## config.mk

```make
export PLATFORM = sky130hd
export DESIGN_NAME = imem_program_loader
export DESIGN_NICKNAME = d
export VERILOG_FILES = /design/src/rtl/imem_program_loader.sv
export SDC_FILE = /design/constraint.sdc
export NUM_CORES = 1
export LEC_CHECK = 0
export CAP_MARGIN = 30
export CORE_MARGIN = 2
export CORE_UTILIZATION = 43
export DETAILED_ROUTE_END_ITERATION = 10
export HOLD_SLACK_MARGIN = 0.05
export PLACE_DENSITY = 0.66
export SLEW_MARGIN = 20
export SYNTH_ARGS = -nofsm -noshare
export SYNTH_HDL_FRONTEND = slang
export SYNTH_SLANG_ARGS = --single-unit
```

## constraint.sdc

```tcl
create_clock -name clk -period 5.6 [get_ports clk]
set_input_delay 1.12 -clock clk [delete_from_list [all_inputs] [get_ports clk]]
set_output_delay 1.12 -clock clk [all_outputs]
set_load 0.1 [all_outputs]
```

## src/rtl/imem_program_loader.sv

```systemverilog
// Instruction-memory loader: receives a framed byte stream (length, words, XOR checksum)
// and writes each assembled 32-bit word into the instruction memory while holding the core.
module imem_program_loader #(
  parameter int ADDR_W     = 8,
  parameter bit BIG_ENDIAN = 1'b1
) (
  input  logic              clk,
  input  logic              rst,
  input  logic              start,
  input  logic [7:0]        byte_in,
  input  logic              byte_valid,
  output logic              byte_ready,
  output logic              wr_en,
  output logic [ADDR_W-1:0] wr_addr,
  output logic [31:0]       wr_data,
  output logic              busy,
  output logic              done,
  output logic              err,
  output logic [ADDR_W:0]   word_count,
  output logic              cpu_hold
);

  typedef enum logic [2:0] {
    S_IDLE, S_LEN, S_DATA, S_WRITE, S_CSUM, S_DONE, S_ERR
  } state_t;

  localparam logic [ADDR_W:0]   DEPTH    = {1'b1, {ADDR_W{1'b0}}};
  localparam logic [ADDR_W:0]   CNT_ONE  = {{ADDR_W{1'b0}}, 1'b1};
  localparam logic [ADDR_W-1:0] ADDR_ONE = {{(ADDR_W-1){1'b0}}, 1'b1};

  state_t              state_q, state_d;
  logic [1:0]          idx_q;
  logic [31:0]         shift_q, shift_d;
  logic [31:0]         data_q;
  logic [7:0]          csum_q;
  logic [ADDR_W:0]     total_q, total_d;
  logic [ADDR_W:0]     cnt_q;
  logic [ADDR_W-1:0]   addr_q;
  logic                accept;
  logic                launch;
  logic                last_word;

  assign accept    = byte_valid & byte_ready;
  assign launch    = start & (state_q inside {S_IDLE, S_DONE, S_ERR});
  assign last_word = ((cnt_q + CNT_ONE) == total_q);
  assign total_d   = (byte_in == 8'd0) ? DEPTH : (ADDR_W+1)'(byte_in);
  assign shift_d   = BIG_ENDIAN ? {shift_q[23:0], byte_in} : {byte_in, shift_q[31:8]};

  always_ff @(posedge clk or posedge rst) begin
    if (rst) state_q <= S_IDLE;
    else     state_q <= state_d;
  end

  always_comb begin
    state_d = state_q;
    case (state_q)
      S_IDLE, S_DONE, S_ERR: if (start) state_d = S_LEN;
      S_LEN:   if (accept) state_d = S_DATA;
      S_DATA:  if (accept && idx_q == 2'd3) state_d = S_WRITE;
      S_WRITE: state_d = last_word ? S_CSUM : S_DATA;
      S_CSUM:  if (accept) state_d = (byte_in == csum_q) ? S_DONE : S_ERR;
      default: state_d = S_IDLE;
    endcase
  end

  // All outputs decode the state register only, so none has a path from byte_valid.
  always_comb begin
    byte_ready = 1'b0;
    wr_en      = 1'b0;
    busy       = 1'b0;
    done       = 1'b0;
    err        = 1'b0;
    cpu_hold   = 1'b1;
    case (state_q)
      S_LEN, S_DATA, S_CSUM: begin
        byte_ready = 1'b1;
        busy       = 1'b1;
      end
      S_WRITE: begin
        wr_en = 1'b1;
        busy  = 1'b1;
      end
      S_DONE:  begin
        done     = 1'b1;
        cpu_hold = 1'b0;
      end
      S_ERR:   err = 1'b1;
      default: ;
    endcase
  end

  always_ff @(posedge clk or posedge rst) begin
    if (rst) begin
      idx_q   <= '0;
      shift_q <= '0;
      data_q  <= '0;
      csum_q  <= '0;
      total_q <= '0;
      cnt_q   <= '0;
      addr_q  <= '0;
    end else if (launch) begin
      idx_q  <= '0;
      csum_q <= '0;
      cnt_q  <= '0;
      addr_q <= '0;
    end else begin
      case (state_q)
        S_LEN: if (accept) total_q <= total_d;
        S_DATA: if (accept) begin
          shift_q <= shift_d;
          csum_q  <= csum_q ^ byte_in;
          idx_q   <= idx_q + 2'd1;
          if (idx_q == 2'd3) data_q <= shift_d;
        end
        // A full-depth load lets the address wrap to 0 without writing there.
        S_WRITE: begin
          addr_q <= addr_q + ADDR_ONE;
          cnt_q  <= cnt_q + CNT_ONE;
        end
        default: ;
      endcase
    end
  end

  assign wr_addr    = addr_q;
  assign wr_data    = data_q;
  assign word_count = cnt_q;

endmodule

```

* Word level (Yosys, flattened, before mapping)
Cells that the tools add are included.
** Storage, ports and cells
- Register bits after elaboration :: 95
- Input port bits :: 12
- Output and inout port bits :: 55
- Word-level logic and storage cells :: 67
** Operators by class
- Add/sub/neg operators :: 3
- Eq/ne operators :: 13
- Multiplexer cells :: 24
- Bitwise logic cells :: 4
- Reductions and logical operators :: 15
** Operators by type and width (number)
- 8-bit two-way mux :: 5
- 9-bit two-way mux :: 3
- 3-bit two-way mux :: 5
- 3-bit case mux with 5 select lines :: 1
- 9-bit by 1-bit adder with 9-bit output, second input constant :: 1
- 3-bit equality test, second input constant :: 3
- 9-bit equality test :: 1
- 8-bit by 1-bit adder with 8-bit output, second input constant :: 1
- 8-bit equality test :: 1
- 8-bit logical NOT :: 1
- 2-bit two-way mux :: 4
- 2-bit != test, second input constant :: 4
- 4-bit AND reduction :: 2
- 8-bit XOR :: 1
- 3-bit by 2-bit equality test with 1-bit output, second input constant :: 2
- 1-bit two-way mux :: 6
- 3-bit AND reduction :: 2
- 2-bit nonzero test :: 3
- 3-bit OR reduction :: 2
- 4-bit OR reduction :: 1
- 3-bit by 1-bit equality test with 1-bit output, second input constant :: 1
- 3-bit logical NOT :: 1
- 3-bit nonzero test :: 1
- 2-bit by 1-bit adder with 2-bit output, second input constant :: 1
- 5 further kinds :: 6

* Logic depth before layout (Yosys ltp)
- Word-level depth :: 7
- Depth in mapped cells :: 7
- Depth with buffers taken out :: 7

* Least setup slack after synthesis
Ideal clock, no wire load.
- Path type :: register to output
- Start point :: reg state_q[1]
- End point :: out done
- Arrival :: 2.162 ns
- Data required time :: 4.480 ns
- Path slack :: 2.318 ns
- Stages on the path, launching flop included :: 5
- Buffers on the path :: 1
- Cells stage by stage :: dfrtp_1 > buf_2 > nor2b_1 > nand2_1 > inv_1
** Between the ends
- Word-level cells in the longest chain between the ends :: 2
** RTL lines
- from (decl) :: line 31 : state_t state_q, state_d;
- from (signal assigned) :: line 51 : else state_q <= state_d;
- 3-bit equality test :: line 74 : case (state_q)
- 1-bit two-way mux :: line 74
- to (decl) :: line 17 : output logic done,
Every way passes these cells.

* Final worst setup path
- Start point :: reg state_q[2]
- End point :: out busy
** Between the ends
- Word-level cells in the longest chain between the ends :: 3
- Elaborated cells between the ends (all ways) :: 6
- Those cells by class :: 4 x eq/ne; 1 x mux; 1 x reduce/logical
** RTL lines
- 3-bit by 2-bit equality test with 1-bit output, or another cell as far along :: line 74
- 4-bit OR reduction (no source line) (*)
- 1-bit two-way mux (*) :: line 74
- to (decl) :: line 16 : output logic busy,
Mark *: on every way between the ends. The rest lies on a longest branch, timed or not.

==> qor.yml <==
die:
  start_util_pct: 44.4
  die_w_um: 105
  core_area_sq_mm: 0.00982
  die_y_um: 105
  boundaryPins: 67
  dieArea_sq_mm: 0.0110
  rows: 36
worst_hold_path:
  min_path_type: "reg -> reg"
  hold_start: "shift_q[21]"
synthesis:
  synth_nets: 432
  syn_avg_cell_area_sq_um: 10.4
  synth_top_family_by_area: "simple AND/OR/NAND/NOR gates"
  synth_flop_cell: "dfrtp_1"
  async_flop_share_pct: 100
  synth_compound_gate_area_share_pct: 8.76
  synthXorXnorAreaFrac_pct: 5.74
  synth_cells: 417
  ys_types: 47
  yosysSeqAreaShare_pct: 54.6
  synth_fa_ha_area_share_pct: 0.862
  synth_warnings: 0
  synth-seq-cells: 95
  synthMuxAreaShare_pct: 10.3
  synth_edf_count: 0
  synth_simple_gate_area_share_pct: 16.9
  syn-cell-area_sq_mm: 0.00436
worst_setup_path:
  r2r_start: "state_q[2]"
  max_stage_delay_ns: 1.12
  critPathLaunch: "state_q[2]"
  crit_slowest_cell: "clkdlybuf4s50_1"
  startpoint_type: "flip-flop"
  path_max_fanout: 14
  worstPathCellList: "inv_1, nand3_1, inv_1, or2_2, clkdlybuf4s50_1"
  arrival_ns: 3.09
  crit_path_frequent_cell: "inv_1"
  required_ns: 4.48
  cp_num_buf_inv: 3
  crit_family: "buffers and inverters"
  crit_path_end_kind: "primary output"
  critical_path_class: "reg -> out"
global_routing:
  antenna_found_initial: 0
  grt_overflow: 0
  grt_pass1_vias: 3147
  grt_pass1_wl_um: 15500
  grt_usage_pct: 17.4
  grt_max_degree: 71
sta:
  min_period_ns: 4.21
  fin_crit_sh_pct: 75.3
  fin_skew_ns: 0.0126
  fin_tns_setup_ns: 0
  fmax_ghz: 0.237
  tightest_slew_ns: 0.994
  slew_headroom_pct: 33.5
  setup_viol_count_final: 0
  slew_viol_final: 0
  rsz0062_at_grt: "no"
  hold_viol: 0
drt:
  wl_per_cell_um: 14.6
  firstDrtPassIters: 4
  vias_per_cell: 5.12
  drcViolationCount: 0
  drt_iter0_markers: 99
  wirelength_um: 8990
  via_count: 3142
  detail-route-antenna-nets: 0
flow_run:
  cap_violations: 0
final_layout:
  nNetsFinal: 491
  fillers: 940
  area_growth_syn_to_layout_pct: 22.5
  drive_gt1_share_pct: 12.5
  diodes: 0
  final_cell_mix: "nand2_1 (95), dfrtp_1 (95), clkdlybuf4s50_1 (66)"
cts:
  htree_levels: 3
  cts_setup_buffers: 0
  root_buffer: "clkbuf_8"
  cts_resized: 0
  cts_buffers: 9
  cts_tree: "yes"
  cts.sinks: 95
  clkTransAtPathRegs_ns: 0.10
  postCtsHoldBufs: 0
  cts_buffer_depth: 2
  insertion_delay_ns: 0.36
place:
  place_congestion: 0.871
  io_buffers: 66
  hpwlAfterDp_um: 6100
outcome:
  outcome: "finished, final reports clean"
## routing by layer
metal | vias to the layer above | routed length (um) | part of all wire, % | GRT usage [%]
met3 | 6 | 339 | 3.8 | 3.18
met5 | - | 0 | 0 | 0
li1 | 1521 | - | - | -
met2 | 64 | 4310 | 48 | 27.5
met4 | 0 | 75 | 0.83 | 6.00
met1 | 1551 | 4260 | 47 | 24.3
## path summary, 6_finish.rpt
kind                                to  slack, ns  cells after the start
max                               busy       1.39                      5
min                        shift_q[21]       0.48                      2
max reg2reg                wr_data[23]       3.00                      4
min reg2reg                shift_q[21]       0.48                      2
max in group asynchronous   shift_q[1]       3.60                      4
min in group asynchronous  wr_data[31]       1.06                      2
## cell families after synthesis
logic type,count (synthesis)
buf+inv,27
flops,95
simple gates,164
mux,40
xor+xnor,26
compound gates,62
fa+ha+maj,3
## through the flow
step / instances / hold WS, ns / worst slack, ns / cell area, sq um / util [%]
finish: 614 / 0.483 / 1.39 / 5340 / 54.3
global route: 614 / 0.517 / 1.17 / 5340 / 54.3
detailed placement: 597 / 0.465 / 1.77 / 5090 / 51.9
floorplan: 417 / 0.439 / 2.00 / 4360 / -
global placement: 597 / 0.455 / 1.88 / 5090 / 51.9
CTS: 613 / 0.489 / 1.35 / 5310 / 54.1
## layout make-up
| class | instances | area (sq um) | share of cell area (%) |
|---|---|---|---|
| well taps | 133 | 166 | 3.12 |
| flip-flops and latches | 95 | 2380 | 44.6 |
| clock buffers | 10 | 138 | 2.58 |
| inverters | 7 | 28.8 | 0.539 |
| repair buffers | 68 | 696 | 13.0 |
| multi-input cells | 295 | 1850 | 34.7 |
| clock inverters | 6 | 76.3 | 1.43 |
## flip-flops by register name (all words and copies together), names as in the netlist
name / flops
wr_data: 32
csum_q: 8
shift_q: 24
state_q: 3
idx_q: 2
wr_addr: 8
word_count: 9
total_q: 9
## synthesized netlist by cell type (2+ instances only)
| master | number | area share, % |
|---|---|---|
| o22ai_1 | 2 | 0.29 |
| nand2_1 | 95 | 8.2 |
| nor4_1 | 6 | 0.86 |
| dfrtp_1 | 95 | 55 |
| or3_1 | 2 | 0.29 |
| nand3_1 | 7 | 0.80 |
| nand2_2 | 2 | 0.29 |
| or2_2 | 2 | 0.29 |
| mux2_1 | 10 | 2.6 |
| nor2b_1 | 5 | 0.72 |
| clkbuf_1 | 6 | 0.52 |
| inv_1 | 7 | 0.60 |
| nor3_1 | 3 | 0.34 |
| xnor2_1 | 6 | 1.2 |
| o21ai_1 | 2 | 0.23 |
| and3_1 | 3 | 0.43 |
| o31ai_1 | 3 | 0.52 |
| and2_1 | 3 | 0.43 |
| xor2_1 | 18 | 3.6 |
| a21o_1 | 2 | 0.34 |
| ha_1 | 3 | 0.86 |
| nor2_1 | 22 | 1.9 |
| o21a_1 | 2 | 0.34 |
| nand2b_1 | 4 | 0.57 |
| buf_2 | 11 | 1.3 |
| a211oi_1 | 2 | 0.34 |
| nand4_1 | 5 | 0.72 |
| mux2_2 | 29 | 7.5 |
| a21oi_2 | 2 | 0.40 |
| buf_4 | 3 | 0.52 |
| a21oi_1 | 5 | 0.57 |
| o21ai_0 | 35 | 4.0 |
## tightest hold or removal path: stages (launching register included)
cell and delay (ns):
dfrtp_1 0.35, nand2_1 0.05, nand2_1 0.05
Power is not shown: default switching activity piles up to over one toggle a cycle in this logic, so the estimate is an artifact.
